[src/rtl/image_decimate.sv]
// Streaming power-of-two image decimator: subsample or box-average blocks of raster pixels into linear frame-buffer writes.
// Optional IMG_DECIMATE_ROUND_EN: box mode rounds half up (with saturation) instead of truncating.
module image_decimate #(
  parameter int BIT_DEPTH   = 8,
  parameter int WIDTH       = 64,
  parameter int HEIGHT      = 64,
  parameter int FACTOR_LOG2 = 1
) (
  input  logic                      clk_in,
  input  logic                      rst_in,
  input  logic                      mode_in,
  input  logic [BIT_DEPTH-1:0]      data_in,
  input  logic [$clog2(WIDTH)-1:0]  data_x_in,
  input  logic [$clog2(HEIGHT)-1:0] data_y_in,
  input  logic                      data_valid_in,
  output logic [BIT_DEPTH-1:0]      data_out,
  output logic [$clog2((WIDTH>>FACTOR_LOG2)*(HEIGHT>>FACTOR_LOG2))-1:0] data_addr_out,
  output logic                      data_valid_out,
  output logic                      done_out
);
  localparam int F   = FACTOR_LOG2;
  localparam int NW  = WIDTH >> F;
  localparam int NH  = HEIGHT >> F;
  localparam int XW  = $clog2(WIDTH);
  localparam int YW  = $clog2(HEIGHT);
  localparam int AD  = $clog2(NW*NH);
  localparam int AW  = BIT_DEPTH + 2*F;

  typedef enum logic [1:0] {IDLE, ACTIVE, DONE} state_t;
  state_t state;
  logic   frame_mode;

  logic [AW-1:0]        acc [NW];
  logic [F-1:0]         lx, ly;
  logic [XW-F-1:0]      bx;
  logic [YW-F-1:0]      by;
  logic                 in_range, origin, frame_last, blk_first, blk_last;
  logic                 accept, mode_eff;
  logic [AW-1:0]        sum;
  logic [BIT_DEPTH-1:0] box_pix;
  logic [AD-1:0]        blk_addr;

  assign lx         = data_x_in[F-1:0];
  assign ly         = data_y_in[F-1:0];
  assign bx         = data_x_in[XW-1:F];
  assign by         = data_y_in[YW-1:F];
  assign in_range   = (int'(data_x_in) < WIDTH) && (int'(data_y_in) < HEIGHT);
  assign origin     = (data_x_in == '0) && (data_y_in == '0);
  assign frame_last = (int'(data_x_in) == WIDTH-1) && (int'(data_y_in) == HEIGHT-1);
  assign blk_first  = (lx == '0) && (ly == '0);
  assign blk_last   = (&lx) && (&ly);
  // Outside a frame only the origin pixel is accepted, so it may use mode_in directly.
  assign accept     = data_valid_in && in_range && (state == ACTIVE || origin);
  assign mode_eff   = (state == ACTIVE) ? frame_mode : mode_in;
  assign sum        = acc[bx] + AW'(data_in);
  assign blk_addr   = AD'(by) * AD'(NW) + AD'(bx);

`ifdef IMG_DECIMATE_ROUND_EN
  localparam logic [AW:0] HALF = (AW+1)'(1) << (2*F-1);
  localparam logic [AW:0] MAXV = (AW+1)'((1 << BIT_DEPTH) - 1);
  logic [AW:0] rnd;
  assign rnd     = ({1'b0, sum} + HALF) >> (2*F);
  assign box_pix = (rnd > MAXV) ? '1 : rnd[BIT_DEPTH-1:0];
`else
  assign box_pix = sum[AW-1:2*F];
`endif

  // Accumulators carry no reset; the first pixel of each block overwrites them.
  always_ff @(posedge clk_in) begin
    if (!rst_in && accept && mode_eff)
      acc[bx] <= blk_first ? AW'(data_in) : sum;
  end

  always_ff @(posedge clk_in) begin
    if (rst_in) begin
      state          <= IDLE;
      frame_mode     <= 1'b0;
      data_out       <= '0;
      data_addr_out  <= '0;
      data_valid_out <= 1'b0;
      done_out       <= 1'b0;
    end else begin
      data_valid_out <= 1'b0;
      if (accept) begin
        if (state != ACTIVE) begin
          frame_mode <= mode_in;
          done_out   <= 1'b0;
        end
        if (frame_last) begin
          state    <= DONE;
          done_out <= 1'b1;
        end else begin
          state <= ACTIVE;
        end
        if (mode_eff && blk_last) begin
          data_out       <= box_pix;
          data_addr_out  <= blk_addr;
          data_valid_out <= 1'b1;
        end else if (!mode_eff && blk_first) begin
          data_out       <= data_in;
          data_addr_out  <= blk_addr;
          data_valid_out <= 1'b1;
        end
      end
    end
  end
endmodule
[config.mk]
export PLATFORM = sky130hd
export DESIGN_NAME = image_decimate
export DESIGN_NICKNAME = d
export VERILOG_FILES = /design/src/rtl/image_decimate.sv
export SDC_FILE = /design/constraint.sdc
export NUM_CORES = 1
export LEC_CHECK = 0
export ABC_AREA = 1
export CAP_MARGIN = 40
export CORE_MARGIN = 3
export CORE_UTILIZATION = 45
export CTS_CLUSTER_SIZE = 16
export DETAILED_ROUTE_END_ITERATION = 7
export PLACE_DENSITY_LB_ADDON = 0.12
export SYNTH_ARGS = -nofsm -noshare
export SYNTH_HDL_FRONTEND = slang
export SYNTH_SLANG_ARGS = --single-unit
[constraint.sdc]
create_clock -name clk_in -period 5.25 [get_ports clk_in]
set_input_delay 1.575 -clock clk_in [delete_from_list [all_inputs] [get_ports clk_in]]
set_output_delay 1.575 -clock clk_in [all_outputs]
set_load 0.005 [all_outputs]
==> results_dict.tcl <==
set metrics [dict create \
    sequentialPowerShare_pct 50.9 \
    routed_wl_mm 35.86 \
    p_leak_uw 0.006047 \
    min_from "data_addr_out[7]" \
    fin_skew_ns 0.02297 \
    ctsResizeCount 0 \
    async_flop_share_pct 0 \
    grt_util_met1_pct 33.48 \
    core_area_sq_um 29800 \
    grt_pass1_wl_mm 54.76 \
    start_util_pct 45.82 \
    syn_to_final_growth_pct 22.73 \
    yosysTopAreaCell "edfxtp_1" \
    peakVddDrop_uv 253.7 \
    io_buffers 43 \
    clock_sinks 343 \
    antenna_found_initial 0 \
    clk_latency_ns 0.52 \
    synth_top_area_share_pct 70.39 \
    grt_pass1_vias 8797 \
    critical_path_required_ns 5.50 \
    reg2reg_from "acc[23][0]" \
    drive_gt1_share_pct 17.35 \
    globalRouteOverflowTotal 0 \
    path_clk_slew_ns 0.06 \
    vias 8957 \
    dp_hpwl_mm 24.46 \
    fp-row-count 63 \
    final_cells 1635 \
    slew_viol_final 0 \
    postCtsHoldBufs 0 \
    syn_avg_cell_area_sq_um 13.08 \
    place_congestion 0.9008 \
    synth_ff_type "edfxtp_1" \
    nets 1254 \
    synth_warnings 0 \
    routedWlPerCell_um 21.93 \
    io_pins 44 \
    synth_area_leaders "edfxtp_1 70%, a22oi_1 7.0%, nand2_1 6.2%, a21oi_1 3.5%, dfxtp_1 3.4%" \
    syn_inst 1044 \
    synth_seq_cells 343 \
    p_int_uw 4779 \
    met2_usage_pct 33.54 \
    arrival_ns 5.02 \
    combPwrFrac_pct 11.3 \
    drc 0 \
    dieWidth_um 180.2 \
    synth_edf_count 320 \
    yosysSeqAreaShare_pct 73.76 \
    tightest_slew_ns 0.6432 \
    grt.busiest_layer "met2" \
    critPathCaptureType "flip-flop" \
    postCtsSetupBuffers 0 \
    swShare_pct 22.91 \
    finalCriticalPeriod_ns 4.775 \
    status "finished, final reports clean" \
    cp_max_fo 32 \
    diodes 0 \
    htree_num_levels 2 \
    grt_start_max_net_pins 33 \
    hold_violations 0 \
    start_kind "input port" \
    fin_ws_ns 0.4750 \
    cts_root_buf "clkbuf_16" \
    dieArea_sq_um 32460 \
    fin_area_sq_um 16750 \
    dp_slack_ns -0.1105 \
    dr.first_iter.drc_count 873 \
    drt_first_pass_iters 5 \
    grt_usage_pct 22.01 \
    synth_top_cells_by_count "320 x edfxtp_1, 224 x nand2_1, 128 x a22oi_1" \
    setup_violations 0 \
    clockBufferDepth 3 \
    synth_nets 1077 \
    grt_use_met3_pct 3.331 \
    slew-limit-headroom_pct 56.96 \
    vias_per_cell 5.478 \
    place_area_sq_um 15670 \
    clkPwrFrac_pct 37.8 \
    path_class "input port to flip-flop" \
    drv_cap 0 \
    max_freq_ghz 0.2094 \
    rsz0062_at_grt "no" \
    die_y_um 180.2 \
    dpl.cell_count 1572 \
    p_per_area_nw_per_um2 370.0 \
    p_switching_uw 1421 \
    hold_path_class "flip-flop to flip-flop" \
    yosysUniqueCellTypes 36 \
    ant_nets 0 \
    cts_tree "yes" \
    yosysMostFrequentCell "edfxtp_1" \
    crit_start "data_x_in[2]" \
    cts-buffers-inserted 37 \
    fin_crit_sh_pct 90.95 \
    syn_area_sq_um 13650 \
]
==> power by group through the flow <==
stage | clock (uW) | combinational, uW | sequential (uW)
6_report | 2350 | 699 | 3150
5_1_grt | 2510 | 765 | 3150
4_1_cts | 2390 | 710 | 3150
3_5_place_dp | 0 | 708 | 3210
3_3_place_gp | 0 | 702 | 3210
2_1_floorplan | 0 | 290 | 3220
==> layout make-up <==
class	count	area (sq um)
Tap cell	390	488.0
Clock inverter	13	55.05
Timing Repair Buffer	189	1752
Clock buffer	50	1027
Multi-Input combinational cell	589	3132
Fill cell	2448	13040
Sequential cell	343	10070
Inverter	61	231.5
==> worst max-delay path: stages <==
cell             delay (ns)
clkdlybuf4s50_1        0.45
buf_4                  0.18
nand2_1                0.10
inv_2                  0.06
buf_4                  0.21
buf_4                  0.19
a22oi_1                0.17
a21oi_1                0.11
nor4_1                 0.35
buf_4                  0.17
nand2_1                0.07
ha_1                   0.39
nand2_1                0.07
nor2_1                 0.12
nand2_1                0.06
nand3_1                0.09
nand2_1                0.06
nand2_1                0.07
inv_1                  0.04
nor2_1                 0.09
nand2_1                0.08
nand2_1                0.08
nor2_2                 0.05
buf_12                 0.16
==> through the flow <==
stage	utilization [%]	hold slack, ns	total power [uW]	setup TNS, ns
global placement	52.60	0.4539	3914	-9.569
floorplan	-	0.4453	3512	0
finish	56.23	0.4641	6200	0
CTS	56.23	0.4686	6249	0
global route	56.23	0.4862	6432	0
detailed placement	52.60	0.4592	3920	-5.557
==> cells by family after synthesis <==
family	share of synthesized area [%]
adder cells (fa/ha/maj)	0.8799
AO/OA/AOI/OAI	11.72
flip-flops	73.76
XOR/XNOR	0.3850
buffers and inverters	3.611
AND/OR/NAND/NOR	9.642
==> per-layer routing <==
metal | up-vias | part of all wire [%] | routed length (um)
met1 | 4391 | 46 | 16370
met3 | 42 | 6.9 | 2472
met5 | - | 0 | 0
met4 | 0 | 1.9 | 687
li1 | 4208 | - | -
met2 | 316 | 46 | 16330
==> path summary, 6_finish.rpt <==
check,endpoint,slack [ns],cells after the start
setup / recovery,acc[11][9],0.48,24
hold / removal,data_addr_out[7],0.46,2
setup reg to reg,acc[17][6],2.06,15
hold reg to reg,data_addr_out[7],0.46,2
==> state kept, by name, summed over array words and instances, names as in the netlist <==
name            cells
done_out            1
frame_mode          1
data_out            8
state               2
data_addr_out      10
data_valid_out      1
acc               320
==> cell usage in the layout, fill, tap and decap left out, types with 2 or more instances in the layout <==
master           netlist  layout
nor4_1                16      16
o21ai_1                5       5
clkbuf_16              0      39
clkinv_1               0      11
nand3_1               15      15
clkbuf_1              22      10
o21ai_0               15       9
nor2_4                 1       3
clkinv_2               2       3
a21oi_1               95      95
o211ai_2               2       2
o21ai_2                1       7
dfxtp_1               23      23
buf_4                  4     128
nor3_1                 6       6
clkdlybuf4s50_1        0      43
a22oi_1              128     128
buf_12                 0      18
nor2_2                 1       3
inv_1                 52      52
edfxtp_1             320     320
xnor2_1                3       3
nand4_1                3       3
nand2_1              224     224
ha_1                   8       8
inv_2                  7       7
xor2_1                 3       3
nor2_1                54      50
Power figures use the tool's default switching activity.
